<file path="src/rtl/sparc_exu_thrreg_n.sv">
// Per-thread architectural register bank: NTHR copies of a SIZE-bit register
// with W-stage write, per-thread +/-1 modify, one-hot read and select checking.
module sparc_exu_thrreg_n #(
  parameter int              SIZE    = 3,
  parameter int              NTHR    = 4,
  parameter logic [SIZE-1:0] RST_VAL = '0,
  parameter bit              SAT     = 1'b0,
  parameter bit              BYPASS  = 1'b1
) (
  input  logic            clk,
  input  logic            reset,
  input  logic            se,
  input  logic [NTHR-1:0] thr_out,
  output logic [SIZE-1:0] data_out,
  input  logic            wen_w,
  input  logic [NTHR-1:0] thr_w,
  input  logic [SIZE-1:0] data_in_w,
  input  logic            mod_en,
  input  logic [NTHR-1:0] mod_thr,
  input  logic            mod_dec,
  output logic            lim_hit,
  output logic            sel_err
);

  localparam logic [SIZE-1:0] ALL_ONES = {SIZE{1'b1}};
  localparam logic [SIZE-1:0] ONE      = SIZE'(1);

  // Scan enable only matters to the physical scan flops.
  logic unused_se;
  assign unused_se = se;

  logic [SIZE-1:0] val_q   [NTHR];
  logic [SIZE-1:0] val_d   [NTHR];
  logic [SIZE-1:0] mod_val [NTHR];
  logic [NTHR-1:0] wr_sel;
  logic [NTHR-1:0] md_sel;
  logic [NTHR-1:0] at_lim;
  logic            lim_d;
  logic            sel_err_d;
  logic [SIZE-1:0] rd_val;
  logic            byp_hit;

  // True when more than one bit of the select is set.
  function automatic logic multi_hot(input logic [NTHR-1:0] v);
    return |(v & (v - NTHR'(1)));
  endfunction

  assign wr_sel = {NTHR{wen_w}} & thr_w;
  // A same-thread write wins, so the modify is not effective there.
  assign md_sel = {NTHR{mod_en}} & mod_thr & ~wr_sel;

  always_comb begin
    for (int t = 0; t < NTHR; t++) begin
      at_lim[t]  = mod_dec ? (val_q[t] == '0) : (val_q[t] == ALL_ONES);
      mod_val[t] = mod_dec ? (val_q[t] - ONE) : (val_q[t] + ONE);
      if (SAT && at_lim[t]) begin
        mod_val[t] = val_q[t];
      end
    end
  end

  always_comb begin
    for (int t = 0; t < NTHR; t++) begin
      val_d[t] = val_q[t];
      if (wr_sel[t]) begin
        val_d[t] = data_in_w;
      end else if (md_sel[t]) begin
        val_d[t] = mod_val[t];
      end
    end
  end

  assign lim_d = |(md_sel & at_lim);

  assign sel_err_d = sel_err
                   | (wen_w  & multi_hot(thr_w))
                   | (mod_en & multi_hot(mod_thr))
                   | multi_hot(thr_out);

  always_ff @(posedge clk or posedge reset) begin
    if (reset) begin
      for (int t = 0; t < NTHR; t++) begin
        val_q[t] <= RST_VAL;
      end
      lim_hit <= 1'b0;
      sel_err <= 1'b0;
    end else begin
      for (int t = 0; t < NTHR; t++) begin
        val_q[t] <= val_d[t];
      end
      lim_hit <= lim_d;
      sel_err <= sel_err_d;
    end
  end

  // AND-OR read so unused or multi-hot select patterns never produce X.
  always_comb begin
    rd_val = '0;
    for (int t = 0; t < NTHR; t++) begin
      rd_val = rd_val | ({SIZE{thr_out[t]}} & val_q[t]);
    end
  end

  assign byp_hit  = BYPASS & wen_w & (|(thr_w & thr_out));
  assign data_out = byp_hit ? data_in_w : rd_val;

endmodule

</file>
<file path="config.mk">
export PLATFORM = sky130hd
export DESIGN_NAME = sparc_exu_thrreg_n
export DESIGN_NICKNAME = d
export VERILOG_FILES = /design/src/rtl/sparc_exu_thrreg_n.sv
export SDC_FILE = /design/constraint.sdc
export NUM_CORES = 1
export LEC_CHECK = 0
export ABC_AREA = 0
export CELL_PAD_IN_SITES_DETAIL_PLACEMENT = 0
export CELL_PAD_IN_SITES_GLOBAL_PLACEMENT = 1
export CORE_ASPECT_RATIO = 2
export CORE_MARGIN = 4
export CORE_UTILIZATION = 37
export DETAILED_ROUTE_END_ITERATION = 7
export HOLD_SLACK_MARGIN = 0.1
export PLACE_DENSITY = 0.87
export SLEW_MARGIN = 20
export SYNTH_ARGS = -nofsm -noshare
export SYNTH_HDL_FRONTEND = slang
export SYNTH_SLANG_ARGS = --single-unit
</file>
<file path="constraint.sdc">
create_clock -name clk -period 2 [get_ports clk]
set_input_delay 0.2 -clock clk [delete_from_list [all_inputs] [get_ports clk]]
set_output_delay 0.2 -clock clk [all_outputs]
set_load 0.01 [all_outputs]
</file>
==> results of run 1 <==
## metal layers
metal  wire length, um  part of all wire (%)  GRT usage [%]  up-vias
li1                  -                     -              -      518
met1              1130                    35           19.4      521
met2              1720                    54           31.3       45
met3               210                   6.6           4.25       14
met4               144                   4.5           9.59        0
met5                 0                     0              0        -
## sequential cells by signal, summed over array words and instances (netlist names)
| register | flops |
|---|---|
| sel_err | 1 |
| lim_hit | 1 |
| val_q | 12 |
## worst max-delay path by stage
stage | cells after the start | from | slack (ps) | end
after detailed placement | 5 | thr_out[2] | -150 | data_out[2]
final | 5 | thr_w[2] | 100 | data_out[1]
after global placement | 5 | thr_out[2] | -100 | data_out[1]
after floorplan | 6 | mod_dec | 480 | val_q[11]
after global routing | 5 | thr_w[2] | 40 | data_out[1]
after CTS | 6 | thr_w[0] | -10 | data_out[2]
## final cells by class
class                           count  share of cell area [%]
Clock buffer                        4                    3.64
Timing Repair Buffer               39                    22.5
Tap cell                           29                    2.40
Sequential cell                    14                    23.1
Multi-Input combinational cell     90                    45.9
Inverter                           10                    2.48
## power groups by stage
stage / clock (mW) / combinational (mW) / sequential [mW]
3_5_place_dp: 0 / 0.501 / 0.449
3_3_place_gp: 0 / 0.470 / 0.444
4_1_cts: 0.293 / 0.497 / 0.443
5_1_grt: 0.305 / 0.558 / 0.458
2_1_floorplan: 0 / 0.322 / 0.421
6_report: 0.292 / 0.490 / 0.446
## per-stage QoR
| stage | hold WS [ps] | setup TNS, ps | instances | utilization (%) | setup WS [ps] |
|---|---|---|---|---|---|
| 6_report | 292 | 0 | 186 | 54.0 | 95.2 |
| 5_1_grt | 351 | 0 | 186 | 54.0 | 36.9 |
| 4_1_cts | 318 | -14.9 | 186 | 54.3 | -14.9 |
| 3_5_place_dp | 468 | -565 | 180 | 51.9 | -152 |
| 3_3_place_gp | 460 | -287 | 180 | 51.9 | -97.9 |
| 2_1_floorplan | 89.2 | 0 | 116 | - | 475 |
## what timing repair did
| item | 4_1_cts | 5_1_grt |
|---|---|---|
| buffers inserted | 2 | 0 |
| gates resized for setup | 5 | 3 |
| endpoints found under the setup margin | 3 | 2 |
| pin swaps | 1 | 2 |
## placed cells by master, fill, tap and decap left out
| master | count |
|---|---|
| nor3b_1 | 2 |
| or4_1 | 1 |
| mux2_2 | 7 |
| fa_1 | 4 |
| buf_4 | 15 |
| o21ai_0 | 4 |
| a22oi_1 | 6 |
| xor2_1 | 4 |
| mux2i_1 | 4 |
| clkdlybuf4s50_1 | 20 |
| and4b_2 | 4 |
| dlygate4sd2_1 | 2 |
| clkbuf_2 | 2 |
| o21ai_2 | 1 |
| or3_1 | 4 |
| clkbuf_8 | 4 |
| nand2_1 | 11 |
| dfrtp_1 | 14 |
| a22o_1 | 2 |
| a21oi_1 | 4 |
| inv_1 | 10 |
| nand4_1 | 1 |
| nor2_1 | 9 |
| nor4b_1 | 4 |
| a211oi_1 | 6 |
| a31oi_1 | 4 |
| o2111ai_1 | 4 |
| xnor2_1 | 4 |
## synthesized netlist by cell type
master	count	area share [%]
o21ai_0	4	1.8
nor4b_1	4	3.2
a31oi_1	4	2.3
dfrtp_1	14	32
nand4_1	1	0.57
fa_1	4	7.3
a211oi_1	6	4.1
nor3b_1	2	1.4
a22oi_1	6	4.1
nand2_1	11	3.8
o21ai_2	1	0.80
o2111ai_1	4	3.2
mux2i_1	4	3.6
mux2_2	7	7.2
or4_1	1	0.68
buf_2	1	0.46
inv_1	10	3.4
a21oi_1	4	1.8
xnor2_1	4	3.2
buf_6	1	1.0
or3_1	4	2.3
nor2_1	9	3.1
and4b_2	4	4.1
a22o_1	2	1.6
xor2_1	4	3.2
## logic make-up (layout without fill, tap and decap cells)
family | count (synthesis) | count (layout)
simple gates | 36 | 36
compound gates | 31 | 31
flops | 14 | 14
buf+inv | 12 | 53
mux | 11 | 11
xor+xnor | 8 | 8
fa+ha+maj | 4 | 4
==> flow_metrics.tcl, run 1 <==
set metrics [dict create \
    fin_nets 183 \
    io_buffers 24 \
    maxCapViolCount 0 \
    ctsHoldBuffers 0 \
    antennaDiodeCount 0 \
    fin_skew_ps 3.42 \
    cts.sinks 14 \
    synthMuxAreaShare_pct 10.8 \
    synth_compound_area_share_pct 19.7 \
    critPathTopFamily "buffers and inverters" \
    synth-seq-area-share_pct 31.9 \
    worstPathArrival_ps 1700 \
    avgSynthCellArea_um2 9.47 \
    multi_input_area_um2 694 \
    htreeDepth 1 \
    tightest_slew_ps 558 \
    vias 1098 \
    cts_buffers 3 \
    dpl.hpwl_um 2640 \
    clk_pin_slew_ps 60 \
    pwr-share-comb_pct 39.9 \
    worst_path_max_delay_cell "clkdlybuf4s50_1" \
    ios 26 \
    finalCritPeriodShare_pct 95.2 \
    cts_tree "yes" \
    leakage_nw 0.658 \
    grt_antenna_before_repair 0 \
    reg2reg_depth 5 \
    crit_buf_inv 2 \
    first_pass_iters 4 \
    status "finished clean" \
    synth_xor_area_share_pct 6.38 \
    rows 27 \
    clock.fmax_ghz 0.525 \
    drtAntennaViolNets 0 \
    stdcell_area_um2 1510 \
    internal_power_mw 0.792 \
    syn_area_um2 1100 \
    grt_overflow 0 \
    synth_top_family_by_area "compound AO/OA/AOI/OAI gates" \
    synthCells 116 \
    critical_path.startpoint_type "input port" \
    r2r-end "val_q[11]" \
    ys_types 25 \
    die_area_um2 3960 \
    num-fill-cells 272 \
    route.final.wire_length_um 3210 \
    powerDensity_nw_per_um2 811 \
    crit_chain "clkdlybuf4s50_1, a22o_1, o21ai_2, mux2_2, dlygate4sd2_1" \
    p_clk_share_pct 23.8 \
    core_area_um2 2800 \
    syn_nets 141 \
    place.gp.congestion 0.830 \
    critPathMaxFanout 3 \
    layout-drive-gt1-share_pct 21.0 \
    cp.required_ps 1800 \
    slew_violations 0 \
    die_w_um 46.5 \
    syn_to_final_growth_pct 37.8 \
    switching_share_pct 35.5 \
    maxSlewHeadroom_pct 62.7 \
    grt_use_total_pct 18.3 \
    hold_path_class "in -> async" \
    grt_max_degree 15 \
    total_power_mw 1.23 \
    yosys.area_share.simple_pct 19.0 \
    p_switching_mw 0.436 \
    ctsLongestPathBuffers 2 \
    grt_pass1_vias 1162 \
    grt_pass1_wl_um 5270 \
    period_needed_ps 1900 \
    synthAdderAreaFrac_pct 7.29 \
    start_util_pct 39.2 \
    via_per_inst 5.90 \
    path_class "in -> out" \
    post_drt_wl_per_cell_um 17.2 \
    drc 0 \
    r2r_slack_ps 360 \
    finalHoldViolCount 0 \
    die_h_um 85.1 \
    rsz0062_at_grt "false" \
    setup_viol 0 \
    drt_iter0_markers 44 \
    seq_area_um2 350 \
    max_stage_delay_ps 430 \
    max-vdd-ir-drop_mv 0.522 \
    dpl-instance-area_um2 1460 \
    sequentialPowerShare_pct 36.3 \
    clk_latency_ps 250 \
    root_buffer "clkbuf_8" \
    ys_ff_latch 14 \
    cp-end-kind "primary output" \
    synth_warnings 0 \
    r2r-start "val_q[9]" \
]
(Power assumes the default switching activity.)
==> inputs of run 2 (changes only) <==
--- a/config.mk
+++ b/config.mk
@@ -10,10 +10,10 @@
 export CELL_PAD_IN_SITES_GLOBAL_PLACEMENT = 1
 export CORE_ASPECT_RATIO = 2
 export CORE_MARGIN = 4
-export CORE_UTILIZATION = 37
+export CORE_UTILIZATION = 25
 export DETAILED_ROUTE_END_ITERATION = 7
 export HOLD_SLACK_MARGIN = 0.1
-export PLACE_DENSITY = 0.87
+export PLACE_DENSITY = 0.65
 export SLEW_MARGIN = 20
 export SYNTH_ARGS = -nofsm -noshare
 export SYNTH_HDL_FRONTEND = slang
==> run 2 against run 1 <==
Global-route usage is 4.4 points lower. Critical path depth stayed put. Final cell count is 12% higher. Largest cell class unchanged. Sequential power is 2% higher. Register-to-register slack worse by 20 ps. Utilization is 17 points lower. Flip-flop and latch count stayed put.
==> flow_metrics.tcl, run 2 (synthesis results as in run 1) <==
set metrics [dict create \
    cts.sinks 14 \
    critPathTopFamily "buffers and inverters" \
    period_needed_ps 1880 \
    slew_violations 0 \
    grt_pass1_wl_um 5710 \
    layout-drive-gt1-share_pct 21.0 \
    crit_chain "clkdlybuf4s50_1, a22o_1, o21ai_2, mux2_2, dlygate4sd2_1" \
    max-vdd-ir-drop_mv 0.325 \
    rows 33 \
    final_cell_mix "21 x clkdlybuf4s50_1, 15 x buf_4, 14 x dfrtp_1, 11 x nand2_1, 10 x inv_1" \
    drc 0 \
    cp.required_ps 1800 \
    critical_path.startpoint_type "input port" \
    status "finished clean" \
    fin_skew_ps 1.04 \
    hold_path_class "in -> async" \
    largest_reg_flops 12 \
    vias 1100 \
    internal_power_mw 0.791 \
    rsz0062_at_grt "false" \
    max_stage_delay_ps 420 \
    maxSlewHeadroom_pct 61.1 \
    dpl-instance-area_um2 1490 \
    maxCapViolCount 0 \
    clock.fmax_ghz 0.532 \
    ctsLongestPathBuffers 2 \
    setup_viol 0 \
    grt_overflow 0 \
    htreeDepth 1 \
    stdcell_area_um2 1540 \
    sequentialPowerShare_pct 36.7 \
    critPathMaxFanout 3 \
    reg2reg_depth 5 \
    crit_buf_inv 2 \
    r2r-end "val_q[5]" \
    powerDensity_nw_per_um2 802 \
    first_pass_iters 4 \
    die_w_um 54.9 \
    path_class "in -> out" \
    die_area_um2 5580 \
    grt_max_degree 15 \
    finalCritPeriodShare_pct 93.9 \
    grt_use_total_pct 13.9 \
    finalWorstSetupSlack_ps 121 \
    clk_latency_ps 240 \
    regMostFlops "val_q" \
    r2r_slack_ps 340 \
    leakage_nw 0.657 \
    core_area_um2 4170 \
    cts_buffers 3 \
    p_switching_mw 0.446 \
    die_h_um 102 \
    drt_iter0_markers 27 \
    drtAntennaViolNets 0 \
    antennaDiodeCount 0 \
    cts_tree "yes" \
    grt_pass1_vias 1227 \
    switching_share_pct 36.1 \
    worst_path_max_delay_cell "clkdlybuf4s50_1" \
    dpl.hpwl_um 2830 \
    worstPathArrival_ps 1680 \
    tightest_slew_ps 583 \
    start_util_pct 26.3 \
    route.final.wire_length_um 3520 \
    p_clk_share_pct 22.8 \
    via_per_inst 5.26 \
    syn_to_final_growth_pct 40.5 \
    clk_pin_slew_ps 60 \
    io_buffers 24 \
    finalHoldViolCount 0 \
    largest_registers "val_q: 12 flops, lim_hit: 1 flops, sel_err: 1 flops" \
    place.gp.congestion 0.805 \
    grt_antenna_before_repair 0 \
    fin_nets 183 \
    root_buffer "clkbuf_8" \
    ios 26 \
    post_drt_wl_per_cell_um 16.8 \
    r2r-start "val_q[3]" \
    pwr-share-comb_pct 40.5 \
    place_ws_ps -128 \
    final_common_cell "clkdlybuf4s50_1" \
    cp-end-kind "primary output" \
]
[run 2: worst max-delay path by stage]
stage,from,end,slack (ps),cells after the start
2_1_floorplan,mod_dec,val_q[11],480,6
3_3_place_gp,thr_out[2],data_out[0],-100,5
3_5_place_dp,thr_out[2],data_out[0],-130,5
4_1_cts,thr_w[0],data_out[0],20,6
5_1_grt,thr_out[2],data_out[2],20,5
6_report,thr_out[2],data_out[2],120,5
[run 2: cell type report]
| type | count | area [um^2] |
|---|---|---|
| inverters | 10 | 37.5 |
| fillers | 414 | 2630 |
| repair buffers | 39 | 342 |
| flip-flops and latches | 14 | 350 |
| well taps | 52 | 65.1 |
| multi-input cells | 90 | 694 |
| clock buffers | 4 | 55.1 |
[run 2: timing repair]
item,4_1_cts,5_1_grt
pin swaps,1,1
setup buffers,2,0
endpoints found under the setup margin,3,2
hold buffers,0,0
resized for setup,5,2
cloned,0,0
[run 2: power by group through the flow]
stage               Sequential (mW)  Clock, mW  Combinational [mW]
floorplan                     0.421          0               0.322
global placement              0.452          0               0.474
detailed placement            0.455          0               0.508
CTS                           0.450      0.285               0.510
global route                  0.463      0.296               0.558
finish                        0.454      0.282               0.502
[run 2: metal layers]
metal / track usage (%) / vias up / part of all wire, %
met4: 5.37 / 0 / 2.3
met2: 25.6 / 46 / 55
met3: 1.47 / 4 / 4.5
li1: - / 514 / -
met1: 15.1 / 536 / 38
met5: 0 / - / 0
[run 2: through the flow]
stage | TNS [ps] | utilization, % | instances | total power, mW | hold slack (ps)
after floorplan | 0 | - | 116 | 0.743 | 89.2
final | 0 | 37.0 | 209 | 1.24 | 313
after detailed placement | -568 | 35.6 | 203 | 0.963 | 470
after CTS | 0 | 37.3 | 209 | 1.25 | 335
after global placement | -342 | 35.6 | 203 | 0.926 | 463
after global routing | 0 | 37.0 | 209 | 1.32 | 373
==> inputs of run 3 (changes only) <==
--- a/config.mk
+++ b/config.mk
@@ -14,6 +14,7 @@
 export DETAILED_ROUTE_END_ITERATION = 7
 export HOLD_SLACK_MARGIN = 0.1
 export PLACE_DENSITY = 0.65
+export REMOVE_ABC_BUFFERS = 1
 export SLEW_MARGIN = 20
 export SYNTH_ARGS = -nofsm -noshare
 export SYNTH_HDL_FRONTEND = slang
==> run 3 against run 2 <==
Non-clock buffer count decreased by 2. Hold slack better by 8.2 ps. First-iteration DRC count increased by 15%. Clock skew is 3.7 ps higher. Utilization shrank 0.18 points. Clock power up 2%. Power is 0.35% lower. Routed wire length fell by 4.5%. Critical endpoint unchanged. Sequential share of layout area is 0.11 points higher. Global-route usage down 0.92 points. Maximum frequency fell by 4.4%.
==> flow_metrics.tcl, run 3 (synthesis results as in run 1) <==
set metrics [dict create \
    tightest_slew_ps 610 \
    grt_use_total_pct 13.0 \
    path_class "in -> out" \
    multi_input_area_um2 694 \
    r2r_slack_ps 360 \
    cts.sinks 14 \
    status "finished clean" \
    clk_latency_ps 250 \
    die_area_um2 5580 \
    die_h_um 102 \
    leakage_nw 0.649 \
    clk_pin_slew_ps 70 \
    finalHoldViolCount 0 \
    ctsLongestPathBuffers 2 \
    clock.fmax_ghz 0.509 \
    period_needed_ps 1960 \
    io_buffers 24 \
    drtAntennaViolNets 0 \
    final_cell_mix "21 x clkdlybuf4s50_1, 14 x dfrtp_1, 13 x buf_4, 11 x nand2_1, 10 x inv_1" \
    rsz0062_at_grt "false" \
    route.final.wire_length_um 3360 \
    grt_max_degree 15 \
    dpl.hpwl_um 2670 \
    cts_tree "yes" \
    antennaDiodeCount 0 \
    cts_buffers 3 \
    maxSlewHeadroom_pct 59.3 \
    fin_nets 181 \
    worstPathArrival_ps 1760 \
    die_w_um 54.9 \
    post_drt_wl_per_cell_um 16.2 \
    r2r-end "val_q[2]" \
    cts_setup_buffers 0 \
    root_buffer "clkbuf_8" \
    r2r-start "val_q[0]" \
    largest_reg_flops 12 \
    rows 33 \
    largest_registers "val_q: 12 flops, lim_hit: 1 flops, sel_err: 1 flops" \
    vias 1053 \
    dp.cells 203 \
    final_common_cell "clkdlybuf4s50_1" \
    drt_iter0_markers 31 \
    seq_area_um2 350 \
    powerDensity_nw_per_um2 803 \
    place.gp.congestion 0.773 \
    hold_path_class "in -> async" \
    first_pass_iters 4 \
    num-fill-cells 419 \
    via_per_inst 5.09 \
    layout-drive-gt1-share_pct 18.7 \
    final_core_util_pct 36.8 \
    regMostFlops "val_q" \
    critPathMaxFanout 3 \
    place_ws_ps -120 \
    start_util_pct 26.3 \
    setup_viol 0 \
    core_area_um2 4170 \
    total_power_mw 1.23 \
    max-vdd-ir-drop_mv 0.342 \
    finalCritPeriodShare_pct 98.2 \
    grt_antenna_before_repair 0 \
    grt_overflow 0 \
    htreeDepth 1 \
    cp-end-kind "primary output" \
    drc 0 \
    slew_violations 0 \
    syn_to_final_growth_pct 39.9 \
    grt_pass1_wl_um 5240 \
    fin_skew_ps 4.79 \
    finalNonFillerCells 207 \
    grt_pass1_vias 1079 \
    hold_ws_ps 321 \
    reg2reg_depth 5 \
    critical_path.startpoint_type "input port" \
    ios 26 \
    cp.required_ps 1800 \
    finalWorstSetupSlack_ps 35.1 \
    maxCapViolCount 0 \
]
-- run 3: cell count changes in the layout (fill, tap and decap cells not counted), sizes merged --
cell,before,now
dlygate4sd2,1,3
buf,15,13
clkbuf,6,4
-- run 3: area by class of cell --
| type | count | share of cell area, % |
|---|---|---|
| multi-input combinational | 90 | 45.2 |
| sequential | 14 | 22.8 |
| inverter | 10 | 2.44 |
| timing repair buffer | 37 | 21.7 |
| clock buffer | 4 | 3.58 |
| tap | 52 | 4.23 |
-- run 3: layer usage --
metal | wire length (um) | global-route usage [%] | up-vias
li1 | - | - | 515
met1 | 1440 | 15.0 | 504
met2 | 1770 | 23.3 | 30
met3 | 116 | 1.62 | 4
met4 | 34 | 4.03 | 0
met5 | 0 | 0 | -
-- run 3: worst max-delay path: stages --
cell	delay [ps]
clkdlybuf4s50_1	430
a22o_1	250
o21ai_2	220
mux2_2	370
dlygate4sd2_1	280
-- run 3: worst max path at each step --
| stage | start | to |
|---|---|---|
| final | thr_out[2] | data_out[2] |
| after global routing | thr_out[2] | data_out[2] |
| after CTS | thr_out[2] | data_out[0] |
| after detailed placement | thr_out[2] | data_out[1] |
| after global placement | thr_out[2] | data_out[0] |
| after floorplan | val_q[3] | val_q[5] |
-- run 3: power breakdown --
| group | switching, mW | leakage [nW] | internal, mW | total [mW] |
|---|---|---|---|---|
| Clock | 0.114 | 0.0288 | 0.175 | 0.289 |
| Sequential | 0.0938 | 0.159 | 0.360 | 0.453 |
| Combinational | 0.234 | 0.460 | 0.257 | 0.491 |
-- run 3: per-stage QoR --
stage | TNS (ps) | area (um^2)
after floorplan | 0 | 1080
after global placement | -461 | 1490
after detailed placement | -472 | 1490
after CTS | 0 | 1540
after global routing | 0 | 1540
final | 0 | 1540
-- run 3: timing repair --
action / in CTS / in global routing
gates resized for setup: 3 / 0
hold buffers: 0 / 0
setup endpoints to repair: 3 / 0
